## config.mk

```make
export PLATFORM = sky130hd
export DESIGN_NAME = neurosync_medida_seq_flat
export DESIGN_NICKNAME = d
export VERILOG_FILES = /design/src/rtl/neurosync_medida_seq_if.sv /design/src/rtl/neurosync_medida_seq.sv /design/src/flat_wrapper.sv
export SDC_FILE = /design/constraint.sdc
export NUM_CORES = 1
export LEC_CHECK = 0
export ABC_AREA = 1
export CAP_MARGIN = 30
export CORE_MARGIN = 2
export CORE_UTILIZATION = 51
export CTS_BUF_LIST = sky130_fd_sc_hd__clkbuf_2 sky130_fd_sc_hd__clkbuf_4 sky130_fd_sc_hd__clkbuf_8
export DETAILED_ROUTE_END_ITERATION = 16
export GPL_TIMING_DRIVEN = 0
export PLACE_DENSITY = 0.75
export SLEW_MARGIN = 20
export SYNTH_ARGS = -nofsm -noshare
export SYNTH_HDL_FRONTEND = slang
export SYNTH_SLANG_ARGS = --single-unit
```

## constraint.sdc

```tcl
create_clock -name clock -period 2.33 [get_ports clock]
set_clock_uncertainty 0.1 [all_clocks]
set_input_delay 0.466 -clock clock [delete_from_list [all_inputs] [get_ports clock]]
set_output_delay 0.466 -clock clock [all_outputs]
set_load 0.005 [all_outputs]
```

## src/rtl/neurosync_medida_seq_if.sv

```systemverilog
// Bus between the NeuroSync measurement sequencer, the game control unit and the servo/sonar sub-blocks.
// The sequencer connects as slave; the control side (or a bench) drives the request and sonar inputs.
interface neurosync_medida_seq_if #(
    parameter int DIST_W = 9
);
    logic              zera;
    logic              medir;
    logic [1:0]        posicao;
    logic [DIST_W-1:0] faixa_min;
    logic [DIST_W-1:0] faixa_max;
    logic              pronto_sonar;
    logic [DIST_W-1:0] medida;
    logic [1:0]        pos_servo;
    logic              mede;
    logic              ocupado;
    logic              pronto;
    logic              acertou_faixa;
    logic              erro_timeout;
    logic [DIST_W-1:0] ultima_medida;
    logic [3:0]        db_estado;

    modport slave (
        input  zera, medir, posicao, faixa_min, faixa_max, pronto_sonar, medida,
        output pos_servo, mede, ocupado, pronto, acertou_faixa, erro_timeout,
               ultima_medida, db_estado
    );

    modport master (
        output zera, medir, posicao, faixa_min, faixa_max, pronto_sonar, medida,
        input  pos_servo, mede, ocupado, pronto, acertou_faixa, erro_timeout,
               ultima_medida, db_estado
    );
endinterface

```

## src/rtl/neurosync_medida_seq.sv

```systemverilog
// Measurement sequencer: positions the servo, waits for it to settle, fires the sonar with
// timeout/retry, and classifies the returned distance against an inclusive target window.
module neurosync_medida_seq #(
    parameter int SETTLE_CYCLES  = 25000000,
    parameter int TIMEOUT_CYCLES = 2500000,
    parameter int MAX_TENTATIVAS = 3,
    parameter int DIST_W         = 9
) (
    input  logic                 clock,
    input  logic                 reset,
    neurosync_medida_seq_if.slave bus
);
    localparam int CNT_MAX = (SETTLE_CYCLES > TIMEOUT_CYCLES) ? SETTLE_CYCLES : TIMEOUT_CYCLES;
    localparam int CNT_W   = $clog2(CNT_MAX + 1);
    localparam int TENT_W  = $clog2(MAX_TENTATIVAS + 1);

    localparam logic [CNT_W-1:0]  SETTLE_LAST   = CNT_W'(SETTLE_CYCLES - 1);
    localparam logic [CNT_W-1:0]  TIMEOUT_LAST  = CNT_W'(TIMEOUT_CYCLES - 1);
    localparam logic [CNT_W-1:0]  TIMEOUT_FINAL = CNT_W'(TIMEOUT_CYCLES);
    localparam logic [TENT_W-1:0] TENT_MAX      = TENT_W'(MAX_TENTATIVAS);

    typedef enum logic [3:0] {
        IDLE         = 4'd0,
        POSICIONA    = 4'd1,
        ESPERA_SERVO = 4'd2,
        DISPARA      = 4'd3,
        AGUARDA      = 4'd4,
        COMPARA      = 4'd5,
        FIM          = 4'd6,
        ERRO         = 4'd7
    } state_e;

    state_e            state_q, state_d;
    logic [CNT_W-1:0]  cnt_q, cnt_d;
    logic [TENT_W-1:0] tent_q, tent_d;
    logic [1:0]        pos_lat_q, pos_lat_d;
    logic [1:0]        pos_servo_q, pos_servo_d;
    logic [DIST_W-1:0] fmin_q, fmin_d;
    logic [DIST_W-1:0] fmax_q, fmax_d;
    logic [DIST_W-1:0] ultima_q, ultima_d;
    logic              acertou_q, acertou_d;
    logic              erro_q, erro_d;

    logic ultima_tentativa;
    logic expira;

    // The final attempt waits one extra cycle so the error pulse lands one cycle after the slot
    // where a further retry would have fired.
    assign ultima_tentativa = (tent_q >= TENT_MAX);
    assign expira = (cnt_q == (ultima_tentativa ? TIMEOUT_FINAL : TIMEOUT_LAST));

    // NOTE: sequential state uses non-blocking assignments so every register samples pre-edge values.
    always_ff @(posedge clock) begin
        if (reset) begin
            state_q     <= IDLE;
            cnt_q       <= '0;
            tent_q      <= '0;
            pos_lat_q   <= '0;
            pos_servo_q <= '0;
            fmin_q      <= '0;
            fmax_q      <= '0;
            ultima_q    <= '0;
            acertou_q   <= 1'b0;
            erro_q      <= 1'b0;
        end else begin
            state_q     <= state_d;
            cnt_q       <= cnt_d;
            tent_q      <= tent_d;
            pos_lat_q   <= pos_lat_d;
            pos_servo_q <= pos_servo_d;
            fmin_q      <= fmin_d;
            fmax_q      <= fmax_d;
            ultima_q    <= ultima_d;
            acertou_q   <= acertou_d;
            erro_q      <= erro_d;
        end
    end

    // NOTE: every combinational output gets a default first, so no path can infer a latch.
    always_comb begin
        state_d = state_q;
        if (bus.zera) begin
            state_d = IDLE;
        end else begin
            case (state_q)
                IDLE:         if (bus.medir) state_d = POSICIONA;
                POSICIONA:    state_d = ESPERA_SERVO;
                ESPERA_SERVO: if (cnt_q == SETTLE_LAST) state_d = DISPARA;
                DISPARA:      state_d = AGUARDA;
                AGUARDA: begin
                    if (bus.pronto_sonar) state_d = COMPARA;
                    else if (expira)      state_d = ultima_tentativa ? ERRO : DISPARA;
                end
                COMPARA:      state_d = FIM;
                FIM:          state_d = IDLE;
                ERRO:         state_d = IDLE;
                default:      state_d = IDLE;
            endcase
        end
    end

    always_comb begin
        cnt_d       = cnt_q;
        tent_d      = tent_q;
        pos_lat_d   = pos_lat_q;
        pos_servo_d = pos_servo_q;
        fmin_d      = fmin_q;
        fmax_d      = fmax_q;
        ultima_d    = ultima_q;
        acertou_d   = acertou_q;
        erro_d      = erro_q;

        case (state_q)
            IDLE: begin
                if (bus.medir) begin
                    pos_lat_d = bus.posicao;
                    fmin_d    = bus.faixa_min;
                    fmax_d    = bus.faixa_max;
                    acertou_d = 1'b0;
                    erro_d    = 1'b0;
                    tent_d    = '0;
                end
            end
            POSICIONA: begin
                pos_servo_d = pos_lat_q;
                cnt_d       = '0;
            end
            ESPERA_SERVO: begin
                if (cnt_q != SETTLE_LAST) cnt_d = cnt_q + 1'b1;
            end
            DISPARA: begin
                tent_d = tent_q + 1'b1;
                cnt_d  = '0;
            end
            AGUARDA: begin
                if (bus.pronto_sonar) begin
                    ultima_d = bus.medida;
                end else if (expira) begin
                    if (ultima_tentativa) begin
                        erro_d    = 1'b1;
                        acertou_d = 1'b0;
                    end
                end else begin
                    cnt_d = cnt_q + 1'b1;
                end
            end
            COMPARA: begin
                // An inverted window (min > max) can never satisfy both bounds.
                acertou_d = (fmin_q <= ultima_q) && (ultima_q <= fmax_q);
            end
            default: ;
        endcase

        if (bus.zera) begin
            cnt_d     = '0;
            tent_d    = '0;
            pos_lat_d = '0;
            fmin_d    = '0;
            fmax_d    = '0;
            ultima_d  = '0;
            acertou_d = 1'b0;
            erro_d    = 1'b0;
        end
    end

    always_comb begin
        bus.pos_servo     = pos_servo_q;
        bus.mede          = (state_q == DISPARA);
        bus.ocupado       = (state_q != IDLE);
        bus.pronto        = (state_q == FIM) || (state_q == ERRO);
        bus.acertou_faixa = acertou_q;
        bus.erro_timeout  = erro_q;
        bus.ultima_medida = ultima_q;
        bus.db_estado     = state_q;
    end
endmodule

```

## src/flat_wrapper.sv

```systemverilog
// flat-port wrapper written by rule: the top's interface ports become plain ports
module neurosync_medida_seq_flat 
#(
    parameter int SETTLE_CYCLES  = 25000000,
    parameter int TIMEOUT_CYCLES = 2500000,
    parameter int MAX_TENTATIVAS = 3,
    parameter int DIST_W         = 9
)
  (clock, reset, bus_zera, bus_medir, bus_posicao, bus_faixa_min, bus_faixa_max, bus_pronto_sonar, bus_medida, bus_pos_servo, bus_mede, bus_ocupado, bus_pronto, bus_acertou_faixa, bus_erro_timeout, bus_ultima_medida, bus_db_estado);
  neurosync_medida_seq_if #(.DIST_W(DIST_W)) bus_i ();
  input  logic clock;
  input  logic reset;
  input wire logic [$bits(bus_i.zera)-1:0] bus_zera;
  input wire logic [$bits(bus_i.medir)-1:0] bus_medir;
  input wire logic [$bits(bus_i.posicao)-1:0] bus_posicao;
  input wire logic [$bits(bus_i.faixa_min)-1:0] bus_faixa_min;
  input wire logic [$bits(bus_i.faixa_max)-1:0] bus_faixa_max;
  input wire logic [$bits(bus_i.pronto_sonar)-1:0] bus_pronto_sonar;
  input wire logic [$bits(bus_i.medida)-1:0] bus_medida;
  output wire logic [$bits(bus_i.pos_servo)-1:0] bus_pos_servo;
  output wire logic [$bits(bus_i.mede)-1:0] bus_mede;
  output wire logic [$bits(bus_i.ocupado)-1:0] bus_ocupado;
  output wire logic [$bits(bus_i.pronto)-1:0] bus_pronto;
  output wire logic [$bits(bus_i.acertou_faixa)-1:0] bus_acertou_faixa;
  output wire logic [$bits(bus_i.erro_timeout)-1:0] bus_erro_timeout;
  output wire logic [$bits(bus_i.ultima_medida)-1:0] bus_ultima_medida;
  output wire logic [$bits(bus_i.db_estado)-1:0] bus_db_estado;
  assign bus_i.zera = bus_zera;
  assign bus_i.medir = bus_medir;
  assign bus_i.posicao = bus_posicao;
  assign bus_i.faixa_min = bus_faixa_min;
  assign bus_i.faixa_max = bus_faixa_max;
  assign bus_i.pronto_sonar = bus_pronto_sonar;
  assign bus_i.medida = bus_medida;
  assign bus_pos_servo = bus_i.pos_servo;
  assign bus_mede = bus_i.mede;
  assign bus_ocupado = bus_i.ocupado;
  assign bus_pronto = bus_i.pronto;
  assign bus_acertou_faixa = bus_i.acertou_faixa;
  assign bus_erro_timeout = bus_i.erro_timeout;
  assign bus_ultima_medida = bus_i.ultima_medida;
  assign bus_db_estado = bus_i.db_estado;
  neurosync_medida_seq #(.SETTLE_CYCLES(SETTLE_CYCLES), .TIMEOUT_CYCLES(TIMEOUT_CYCLES), .MAX_TENTATIVAS(MAX_TENTATIVAS), .DIST_W(DIST_W)) u_core (.clock(clock), .reset(reset), .bus(bus_i));
endmodule
```

# [Word-level counts from Yosys, hierarchy flattened]
# Cells that the tools add are included.
[op_classes] add_sub_neg=2 order_cmp=3 eq_ne=18 n_mux=22 n_reduce_logical=17
[ops] cell="$mux 25" count=3
[ops] cell="$pmux 25 s3" count=1
[ops] cell="$add 25x1->25 const B" count=1
[ops] cell="$eq 25x25->1" count=1
[ops] cell="$eq 25x25->1 const B" count=1
[ops] cell="$ne 25x25->1 const B" count=1
[ops] cell="$pmux 4 s6" count=1
[ops] cell="$le 9x9->1" count=2
[ops] cell="$eq 4x3->1 const B" count=4
[ops] cell="$mux 4" count=4
[ops] cell="$reduce_and 5->1" count=2
[ops] cell="$eq 4x2->1 const B" count=2
[ops] cell="$ne 2x1->1 const B" count=4
[ops] cell="$mux 1" count=7
[ops] cell="$mux 6" count=1
[ops] cell="$ne 2x2->1 const B" count=3
[ops] cell="$reduce_and 2->1" count=3
[ops] cell="$reduce_bool 3->1" count=2
[ops] cell="$eq 4x1->1 const B" count=1
[ops] cell="$logic_not 4->1" count=1
[ops] cell="$pmux 2 s2" count=1
[ops] cell="$reduce_and 4->1" count=1
[ops] cell="$reduce_bool 2->1" count=2
[ops] cell="$reduce_bool 4->1" count=1
[ops] cell="other kinds (11)" count=12
[totals] register_bits=64 input_bits=34

# [Logic depth before layout (Yosys ltp)]
# Gate-level depths: netlist (run 1).
[depth] depth_word=6 depth_mapped=13 mapped_depth_nobuf=13

# [Worst setup path before layout (run 1)]
# No wires, ideal clock.
[synth_path] path_kind="register to register" start="reg u_core.cnt_q[0]" end="reg u_core.cnt_q[23]" t_arrival_ns=1.625 slack_ns=0.535 stages_incl_launch_ff=11 n_path_buf=1 period_less_slack_ns=1.795 path_cell_list="dfxtp_1 ha_1 nand3_2 nor2_4 nand3_1 nor2_2 a21oi_4 nand2_4 buf_6 nand2_1 a21oi_1"
[synth_via] elab_chain_len=4 word_cells_on_any_way=10 cone_classes="add/sub: 1; eq/ne: 4; mux: 4; reduce/logical: 1"
[synth_lines] item="start: declaration" line_no="neurosync_medida_seq.sv:34" source="logic [CNT_W-1:0] cnt_q, cnt_d;"
[synth_lines] item="start signal: assignment" line_no="neurosync_medida_seq.sv:67" source="cnt_q <= cnt_d;"
[synth_lines] item="$add 25x1->25" line_no="neurosync_medida_seq.sv:129, neurosync_medida_seq.sv:144"
[synth_lines] item="$mux 25" line_no="neurosync_medida_seq.sv:138" source="end else if (expira) begin"
[synth_lines] item="$mux 25" line_no="neurosync_medida_seq.sv:136" source="if (bus.pronto_sonar) begin"
[synth_lines] item="$pmux 25 s3" line_no="neurosync_medida_seq.sv:113" source="case (state_q)"
# Several ways; a longest one is shown, not always the timed one. The select of a mux whose other input is x is not followed.
# A chain may end at the register's enable or synchronous reset.

# [Final worst setup path (run 1)]
[layout_path] start="reg u_core.state_q[2] (netlist: u_core.bus.db_estado[2])" end="out bus_mede"
[layout_via] elab_chain_len=1
[layout_lines] item="start: declaration" line_no="neurosync_medida_seq.sv:33" source="state_e state_q, state_d;"
[layout_lines] item="start signal: assignment" line_no="neurosync_medida_seq.sv:66" source="state_q <= state_d;"
[layout_lines] item="$eq 4x2->1" line_no="neurosync_medida_seq.sv:168" source="bus.mede = (state_q == DISPARA);"
[layout_lines] item="end: declaration" line_no="flat_wrapper.sv:21" source="output wire logic [$bits(bus_i.mede)-1:0] bus_mede;"
# Every way passes these cells.

==> flow_summary.html, run 1 <==
<table>
<tr><th>Metric</th><th>Value</th></tr>
<tr><th colspan="2">Logic synthesis</th></tr>
<tr><td>Main combinational cell family by area after synthesis</td><td>simple AND/OR/NAND/NOR gates</td></tr>
<tr><td>Cell type contributing the most total cell area after synthesis</td><td>dfxtp_1</td></tr>
<tr><td>Area fraction in and, or, nand and nor cells after synthesis</td><td>36.9%</td></tr>
<tr><td>Ys async rst share</td><td>0%</td></tr>
<tr><td>Flip-flop and latch count after synthesis</td><td>63</td></tr>
<tr><td>Syn nets</td><td>690</td></tr>
<tr><td>Number of instances in the synthesized netlist</td><td>636</td></tr>
<tr><td>Top cells by area, synth</td><td>dfxtp_1 32%, nand2_1 16%, a21oi_1 9.0%, nor2_1 8.5%, nand3_1 6.9%</td></tr>
<tr><td>Yosys cell types</td><td>32</td></tr>
<tr><td>Top cells by instance count after synthesis</td><td>172 x nand2_1, 90 x nor2_1, 72 x inv_1, 71 x a21oi_1, 63 x dfxtp_1</td></tr>
<tr><td>Most frequent cell after synthesis</td><td>nand2_1</td></tr>
<tr><td>Number of warnings reported in the yosys synthesis log</td><td>0</td></tr>
<tr><td>Most used flip-flop cell after synthesis</td><td>dfxtp_1</td></tr>
<tr><td>Total standard cell area after synthesis</td><td>3970 um2</td></tr>
<tr><td>Sequential fraction of the synthesis area</td><td>31.8%</td></tr>
<tr><td>Adder-Cell Fraction of Synth Area</td><td>6.31%</td></tr>
<tr><td>Top-area cell type share of the netlist area</td><td>31.8%</td></tr>
<tr><td>Average instance area after synthesis</td><td>6.24 um2</td></tr>
<tr><td>Compound-cell area share of the yosys netlist</td><td>14.0%</td></tr>
<tr><td>Mux cell area share after synthesis</td><td>0%</td></tr>
<tr><td>Post-Synth XOR/XNOR Area</td><td>1.10%</td></tr>
<tr><td>Number of enable flip-flop cells after synthesis</td><td>0</td></tr>
<tr><th colspan="2">Worst setup path</th></tr>
<tr><td>Launch point of the worst path</td><td>u_core.bus.db_estado[2]</td></tr>
<tr><td>Critical Path End Type</td><td>output port</td></tr>
<tr><td>Critical Path AT</td><td>1.71 ns</td></tr>
<tr><td>Largest driver fanout on the critical path</td><td>7</td></tr>
<tr><td>Endpoint of the worst-slack reg-to-reg timing path</td><td>u_core.cnt_q[2]</td></tr>
<tr><td>Critical Path Sink</td><td>bus_mede</td></tr>
<tr><td>Number of cell instances on the worst register-to-register path</td><td>10</td></tr>
<tr><td>Reg-to-reg critical path startpoint</td><td>u_core.cnt_q[0]</td></tr>
<tr><td>Startpoint Class</td><td>flip-flop</td></tr>
<tr><td>Worst Path Required</td><td>1.76 ns</td></tr>
<tr><td>CP Class</td><td>reg2out</td></tr>
<tr><td>Flop2flop setup slack</td><td>0.18 ns</td></tr>
<tr><th colspan="2">CTS</th></tr>
<tr><td>Clock H-tree levels</td><td>3</td></tr>
<tr><td>Source-to-sink clock delay at the later pin of the worst-skew pair</td><td>0.35 ns</td></tr>
<tr><td>Clock tree from TritonCTS</td><td>yes</td></tr>
<tr><td>Clock sinks</td><td>63</td></tr>
<tr><td>Clock root buffer master</td><td>clkbuf_8</td></tr>
<tr><td>Buffers from clock root to sink, at most</td><td>2</td></tr>
<tr><td>Count of hold buffers inserted by post-cts repair</td><td>0</td></tr>
<tr><td>Clk slew on worst S/H paths</td><td>0.08 ns</td></tr>
<tr><td>CTS Buf Count</td><td>9</td></tr>
<tr><th colspan="2">Power and ir drop</th></tr>
<tr><td>Power per unit of standard cell area</td><td>528 nW/um2</td></tr>
<tr><td>Static leakage</td><td>1.88 nW</td></tr>
<tr><td>Overall power of the completed layout</td><td>2.58 mW</td></tr>
<tr><td>Maximum ir drop on the vdd rail</td><td>0.307 mV</td></tr>
<tr><th colspan="2">STA</th></tr>
<tr><td>Max_slew headroom</td><td>52.0%</td></tr>
<tr><td>RSZ-0062 raised after global routing</td><td>yes</td></tr>
<tr><td>Count of pins over their slew limit</td><td>0</td></tr>
<tr><td>Max frequency</td><td>438 MHz</td></tr>
<tr><td>Final Hold Fails</td><td>0</td></tr>
<tr><td>Total setup violations reported at the end of the flow</td><td>0</td></tr>
<tr><td>Ratio of final minimum period to clock period</td><td>97.9%</td></tr>
<tr><td>Worst Slack Setup Final</td><td>0.0493 ns</td></tr>
<tr><td>Crit path time final</td><td>2.28 ns</td></tr>
<tr><td>Pin slew with the least headroom to its limit</td><td>0.717 ns</td></tr>
<tr><td>Fin Hold WS</td><td>0.360 ns</td></tr>
<tr><th colspan="2">Routing</th></tr>
<tr><td>Total number of vias</td><td>4277</td></tr>
<tr><td>DRC violation total after the first TritonRoute iteration</td><td>154</td></tr>
<tr><td>Remaining design rule violation count</td><td>0</td></tr>
<tr><td>Final Routed Wirelength</td><td>11100 um</td></tr>
<tr><td>Remaining antenna violation count</td><td>0</td></tr>
<tr><td>Mean number of vias per cell</td><td>5.29</td></tr>
<tr><td>WL/cell</td><td>13.7 um</td></tr>
<tr><td>First drt pass iteration count</td><td>5</td></tr>
<tr><th colspan="2">Min path</th></tr>
<tr><td>Number of cells traversed by the worst hold path</td><td>2</td></tr>
<tr><td>Class of the worst hold path</td><td>reg2reg</td></tr>
<tr><th colspan="2">GRT</th></tr>
<tr><td>M2 GR Usage</td><td>47.2%</td></tr>
<tr><td>Met3 Track Usage GR</td><td>4.03%</td></tr>
<tr><td>Wire length of the first global-routing pass</td><td>18500 um</td></tr>
<tr><td>Remaining Overflow, GRT</td><td>0</td></tr>
<tr><td>Antenna violations before repair</td><td>0</td></tr>
<tr><td>Pin count of the biggest net entering global routing</td><td>12</td></tr>
<tr><td>Vias in the first global route</td><td>4147</td></tr>
<tr><td>Global route hottest layer</td><td>met2</td></tr>
<tr><td>Overall fraction of global-route tracks in use</td><td>27.2%</td></tr>
<tr><td>Met1 track utilization from global routing</td><td>32.0%</td></tr>
<tr><th colspan="2">Floorplanning</th></tr>
<tr><td>Overall die area</td><td>8500 um2</td></tr>
<tr><td>Horizontal die dimension</td><td>92.2 um</td></tr>
<tr><td>Placement row count</td><td>32</td></tr>
<tr><td>Placeable core region</td><td>7650 um2</td></tr>
<tr><td>Number of I/O pins</td><td>54</td></tr>
<tr><td>Vertical die dimension</td><td>92.2 um</td></tr>
<tr><td>Initial cell density of the core</td><td>51.9%</td></tr>
<tr><th colspan="2">Cells and area</th></tr>
<tr><td># fillers</td><td>735</td></tr>
<tr><td>Fraction of layout instances using a drive strength above 1</td><td>6.94%</td></tr>
<tr><td>N_diodes</td><td>0</td></tr>
<tr><td>NumNets Final</td><td>755</td></tr>
<tr><td>Finished Layout Cells</td><td>808</td></tr>
<tr><td>Relative area change from synthesis to final layout</td><td>23.1%</td></tr>
<tr><th colspan="2">Place</th></tr>
<tr><td>Final weighted congestion in routability-driven placement</td><td>0.990</td></tr>
<tr><td>Instance count after placement with tap cells included</td><td>790</td></tr>
<tr><td>Number of port buffers</td><td>52</td></tr>
<tr><td>DP Worst Slack</td><td>-0.103 ns</td></tr>
<tr><td>Half-perimeter wire length after detailed placement</td><td>8500 um</td></tr>
<tr><th colspan="2">Flow run</th></tr>
<tr><td>Max capacitance violation total</td><td>0</td></tr>
<tr><th colspan="2">Status</th></tr>
<tr><td>Status</td><td>finished, final reports clean</td></tr>
</table>
metal layers:
layer / routed length [um] / part of all wire, %
met1: 4800 / 43
met2: 5290 / 48
met3: 575 / 5.2
met4: 431 / 3.9
met5: 0 / 0
what timing repair did:
action                     4_1_cts  5_1_grt
setup endpoints to repair        2       14
pin swaps                        1        1
setup buffers                    1        1
resized for setup               12        4
layout by cell type, fill, tap and decap left out, types with 14 or more instances in the layout:
| cell | synthesis | final |
|---|---|---|
| a21oi_1 | 71 | 71 |
| clkbuf_1 | 15 | 14 |
| clkdlybuf4s50_1 | 0 | 52 |
| dfxtp_1 | 63 | 60 |
| ha_1 | 20 | 20 |
| inv_1 | 72 | 71 |
| nand2_1 | 172 | 172 |
| nand3_1 | 55 | 55 |
| nor2_1 | 90 | 87 |
| o21ai_0 | 25 | 25 |
how the worst min path moves through the flow:
stage,from,to
finish,u_core.fmax_q[2],u_core.fmax_q[2]
global route,u_core.fmax_q[7],u_core.fmax_q[7]
CTS,u_core.fmax_q[7],u_core.fmax_q[7]
detailed placement,u_core.fmax_q[7],u_core.fmax_q[7]
global placement,u_core.fmax_q[1],u_core.fmax_q[1]
floorplan,u_core.fmax_q[7],u_core.fmax_q[7]
area by class of cell:
| class | instances | area [um2] | share of cell area (%) |
|---|---|---|---|
| multi-input cells | 477 | 2340 | 48.0 |
| flip-flops and latches | 63 | 1270 | 26.0 |
| repair buffers | 54 | 536 | 11.0 |
| inverters | 76 | 285 | 5.84 |
| clock buffers | 11 | 151 | 3.10 |
| well taps | 102 | 128 | 2.61 |
| plain buffers | 20 | 114 | 2.33 |
| clock inverters | 5 | 56.3 | 1.15 |
logic make-up after synthesis:
family / Yosys count
and+or+nand+nor: 346
AOI/OAI and AO/OA: 105
buffers and inverters: 96
DFF: 63
adders and majority gates: 20
xor gates and xnor gates: 5
other: 1
registers in the layout (all words and copies together) (netlist names):
signal,cells
u_core.bus.db_estado,3
u_core.tent_q,2
u_core.pos_lat_q,2
u_core.fmax_q,9
u_core.cnt_q,25
u_core.bus.acertou_faixa,1
u_core.bus.pos_servo,2
u_core.fmin_q,9
u_core.bus.ultima_medida,9
u_core.bus.erro_timeout,1
worst max-delay path: stages (launching register included):
cell,delay [ns]
dfxtp_2,0.38
inv_1,0.13
nand2_1,0.14
nor2_4,0.17
clkdlybuf4s50_1,0.54
stage by stage:
step                      area, um2  util [%]  setup TNS [ns]
after floorplan                3970         -               0
after global placement         4610      60.3          -0.737
after detailed placement       4610      60.3          -0.994
after CTS                      4860      63.6               0
after global routing           4880      63.8         -0.0312
final                          4880      63.8               0
power by group:
| part | internal, mW | switching [mW] |
|---|---|---|
| registers | 1.10 | 0.0208 |
| logic | 0.185 | 0.260 |
| clock network | 0.551 | 0.458 |
No activity file was read; power rests on OpenSTA's default activity.
==> inputs of run 2 (changes only) <==
==> constraint.sdc (replaced) <==
create_clock -name clock -period 2.6 [get_ports clock]
set_clock_uncertainty 0.1 [all_clocks]
set_input_delay 0.52 -clock clock [delete_from_list [all_inputs] [get_ports clock]]
set_output_delay 0.52 -clock clock [all_outputs]
set_load 0.005 [all_outputs]
==> run 2 against run 1 <==
Net effect: critical path depth rose by 2; first-iteration DRC count shrank 0.65%; global-route usage decreased by 0.25 points; die area did not move; power decreased by 11%; wire length shrank 1.9%; final area shrank 0.87%; clock power is 11% lower; register-to-register slack better by 0.22 ns; non-clock buffer count down 2; final cell count shrank 0.25%; critical path type unchanged; critical endpoint is now bus_ocupado; largest power group unchanged.
==> flow_summary.html, run 2 (same netlist as run 1, synthesis figures left out) <==
<table>
<tr><th>Metric</th><th>Value</th></tr>
<tr><th colspan="2">Cells and area</th></tr>
<tr><td>Max FFs per register</td><td>25 (unchanged)</td></tr>
<tr><td># fillers</td><td>741 (+0.82%)</td></tr>
<tr><td>Most flops, register</td><td>u_core.cnt_q</td></tr>
<tr><td>Fraction of layout instances using a drive strength above 1</td><td>6.25% (-0.69 points)</td></tr>
<tr><td>Most common cell after layout, fill and taps aside</td><td>nand2_1</td></tr>
<tr><td>NumNets Final</td><td>753 (-0.26%)</td></tr>
<tr><td>Fin area</td><td>4840 um2 (-0.87%)</td></tr>
<tr><td>Core Util, Final</td><td>63.3% (-0.56 points)</td></tr>
<tr><td>Relative area change from synthesis to final layout</td><td>22.0%</td></tr>
<tr><td>N_diodes</td><td>0 (unchanged)</td></tr>
<tr><td>Top library cells by usage in the layout, fill and taps aside</td><td>172 x nand2_1, 87 x nor2_1, 72 x inv_1, 71 x a21oi_1, 62 x dfxtp_1</td></tr>
<tr><th colspan="2">Power and ir drop</th></tr>
<tr><td>Cell-internal power</td><td>1.64 mW (-11%)</td></tr>
<tr><td>Proportion of power drawn by the clock network</td><td>39.4% (+0.3 points)</td></tr>
<tr><td>Overall power of the completed layout</td><td>2.29 mW (-11%)</td></tr>
<tr><td>Power share of the combinational group</td><td>16.7% (-0.5 points)</td></tr>
<tr><td>Net Sw Frac</td><td>28.5% (-0.16 points)</td></tr>
<tr><td>Static leakage</td><td>1.87 nW (-0.76%)</td></tr>
<tr><td>Maximum ir drop on the vdd rail</td><td>0.275 mV (-10%)</td></tr>
<tr><td>Power per unit of standard cell area</td><td>473 nW/um2 (-10%)</td></tr>
<tr><td>Sequential Power Share</td><td>43.9% (+0.3 points)</td></tr>
<tr><td>Net load switching power</td><td>0.653 mW (-12%)</td></tr>
<tr><th colspan="2">CTS</th></tr>
<tr><td>Number of setup buffers added after CTS</td><td>0 (-1)</td></tr>
<tr><td>Clock sinks</td><td>63 (unchanged)</td></tr>
<tr><td>Clock tree from TritonCTS</td><td>yes</td></tr>
<tr><td>Source-to-sink clock delay at the later pin of the worst-skew pair</td><td>0.35 ns (about the same)</td></tr>
<tr><td>Clock H-tree levels</td><td>3 (unchanged)</td></tr>
<tr><td>Clock root buffer master</td><td>clkbuf_8</td></tr>
<tr><td>Buffers from clock root to sink, at most</td><td>2 (unchanged)</td></tr>
<tr><td>Clk slew on worst S/H paths</td><td>0.08 ns (about the same)</td></tr>
<tr><td>CTS Buf Count</td><td>9 (unchanged)</td></tr>
<tr><td>Count of hold buffers inserted by post-cts repair</td><td>0 (unchanged)</td></tr>
<tr><th colspan="2">GRT</th></tr>
<tr><td>Vias in the first global route</td><td>4147 (unchanged)</td></tr>
<tr><td>Wire length of the first global-routing pass</td><td>18300 um (-0.71%)</td></tr>
<tr><td>Overall fraction of global-route tracks in use</td><td>26.9% (-0.25 points)</td></tr>
<tr><td>Remaining Overflow, GRT</td><td>0 (unchanged)</td></tr>
<tr><td>Pin count of the biggest net entering global routing</td><td>12 (unchanged)</td></tr>
<tr><td>Antenna violations before repair</td><td>0 (unchanged)</td></tr>
<tr><th colspan="2">STA</th></tr>
<tr><td>RSZ-0062 raised after global routing</td><td>no</td></tr>
<tr><td>Max_slew headroom</td><td>53.7% (+1.7 points)</td></tr>
<tr><td>Count of pins over their slew limit</td><td>0 (unchanged)</td></tr>
<tr><td>Pin slew with the least headroom to its limit</td><td>0.691 ns (-0.0257 ns)</td></tr>
<tr><td>Max frequency</td><td>408 MHz</td></tr>
<tr><td>Ratio of final minimum period to clock period</td><td>94.2%</td></tr>
<tr><td>Crit path time final</td><td>2.45 ns</td></tr>
<tr><td>Setup_tns</td><td>0 ns (unchanged)</td></tr>
<tr><td>Final Hold Fails</td><td>0 (unchanged)</td></tr>
<tr><td>Total setup violations reported at the end of the flow</td><td>0 (unchanged)</td></tr>
<tr><th colspan="2">Min path</th></tr>
<tr><td>Min-Delay Endpoint</td><td>u_core.fmax_q[2]</td></tr>
<tr><td>Class of the worst hold path</td><td>reg2reg</td></tr>
<tr><td>Hold_sp</td><td>u_core.fmax_q[2]</td></tr>
<tr><td>Number of cells traversed by the worst hold path</td><td>2 (unchanged)</td></tr>
<tr><th colspan="2">Status</th></tr>
<tr><td>Status</td><td>finished, final reports clean</td></tr>
<tr><th colspan="2">Floorplanning</th></tr>
<tr><td>Vertical die dimension</td><td>92.2 um (unchanged)</td></tr>
<tr><td>Placeable core region</td><td>7650 um2 (unchanged)</td></tr>
<tr><td>Horizontal die dimension</td><td>92.2 um (unchanged)</td></tr>
<tr><td>Overall die area</td><td>8500 um2 (unchanged)</td></tr>
<tr><td>Initial cell density of the core</td><td>51.9% (unchanged)</td></tr>
<tr><td>Placement row count</td><td>32 (unchanged)</td></tr>
<tr><td>Number of I/O pins</td><td>54 (unchanged)</td></tr>
<tr><th colspan="2">Routing</th></tr>
<tr><td>Mean number of vias per cell</td><td>5.30 (+0.20%)</td></tr>
<tr><td>Remaining design rule violation count</td><td>0 (unchanged)</td></tr>
<tr><td>WL/cell</td><td>13.5 um (-1.7%)</td></tr>
<tr><td>DRC violation total after the first TritonRoute iteration</td><td>153 (-0.65%)</td></tr>
<tr><td>Remaining antenna violation count</td><td>0 (unchanged)</td></tr>
<tr><td>Final Routed Wirelength</td><td>10900 um (-1.9%)</td></tr>
<tr><td>Total number of vias</td><td>4275 (-0.047%)</td></tr>
<tr><td>First drt pass iteration count</td><td>5 (unchanged)</td></tr>
<tr><th colspan="2">Flow run</th></tr>
<tr><td>Max capacitance violation total</td><td>0 (unchanged)</td></tr>
<tr><th colspan="2">Place</th></tr>
<tr><td>Placed instance area</td><td>4610 um2 (unchanged)</td></tr>
<tr><td>Final weighted congestion in routability-driven placement</td><td>0.990 (unchanged)</td></tr>
<tr><td>Number of port buffers</td><td>52 (unchanged)</td></tr>
<tr><td>Half-perimeter wire length after detailed placement</td><td>8500 um (unchanged)</td></tr>
<tr><th colspan="2">Worst setup path</th></tr>
<tr><td>Reg-to-reg critical path startpoint</td><td>u_core.cnt_q[0]</td></tr>
<tr><td>Startpoint Class</td><td>flip-flop</td></tr>
<tr><td>Launch point of the worst path</td><td>u_core.bus.db_estado[0]</td></tr>
<tr><td>Endpoint of the worst-slack reg-to-reg timing path</td><td>u_core.cnt_q[2]</td></tr>
<tr><td>Flop2flop setup slack</td><td>0.40 ns (+0.22 ns)</td></tr>
<tr><td>Critical Path End Type</td><td>output port</td></tr>
<tr><td>Worst Path Required</td><td>1.98 ns (+0.22 ns)</td></tr>
<tr><td>Number of cell instances on the worst register-to-register path</td><td>10 (unchanged)</td></tr>
<tr><td>Critical Path AT</td><td>1.83 ns (+0.12 ns)</td></tr>
<tr><td>Largest driver fanout on the critical path</td><td>10 (+3)</td></tr>
<tr><td>CP Class</td><td>reg2out</td></tr>
</table>
-- run 2: what timing repair did --
item / in CTS / in global routing
cloned: 0 / 0
resized for setup: 3 / 4
setup endpoints to repair: 1 / 2
-- run 2: power groups by stage --
stage	registers, mW	logic, mW	clock network (mW)
after CTS	1.00	0.379	0.918
after floorplan	1.02	0.226	0
final	1.01	0.382	0.903
after global placement	1.03	0.367	0
after detailed placement	1.03	0.374	0
after global routing	1.01	0.427	0.958
-- run 2: layer usage --
layer  GRT usage (%)  up-vias  wire (um)
met2            46.6      125       5160
met3            4.11       36        514
met1            31.8     1948       4740
li1                -     2166          -
met5               0        -          0
met4            14.9        0        463
-- run 2: layout make-up --
type	count	area, um2	area share, %
Clock buffer	11	151	3.13
Sequential cell	63	1260	26.1
Multi-Input combinational cell	477	2330	48.1
Buffer	20	106	2.20
Inverter	76	285	5.89
Clock inverter	5	56.3	1.16
Timing Repair Buffer	52	520	10.8
Tap cell	102	128	2.64
-- run 2: how the worst max path moves through the flow --
| stage | depth (start not counted) | slack, ns | end |
|---|---|---|---|
| finish | 6 | 0.15 | bus_ocupado |
| global route | 4 | 0.05 | bus_mede |
| CTS | 6 | 0.003 | bus_ocupado |
| detailed placement | 6 | 0.11 | u_core.fmin_q[6] |
| global placement | 6 | 0.14 | u_core.pos_lat_q[0] |
| floorplan | 10 | 0.80 | u_core.cnt_q[23] |
-- run 2: stage by stage --
stage / worst slack, ns / cells / hold WS (ns)
after global routing: 0.0501 / 806 / 0.386
after floorplan: 0.805 / 636 / 0.333
after detailed placement: 0.113 / 790 / 0.353
after CTS: 0.00266 / 806 / 0.363
final: 0.151 / 806 / 0.360
after global placement: 0.142 / 790 / 0.341
-- run 2: worst max-delay path, cell delays in order (launching register included) --
cell,delay [ns]
dfxtp_2,0.37
nor2_2,0.15
inv_1,0.11
nor2_4,0.14
clkbuf_4,0.22
inv_1,0.05
clkdlybuf4s50_1,0.43
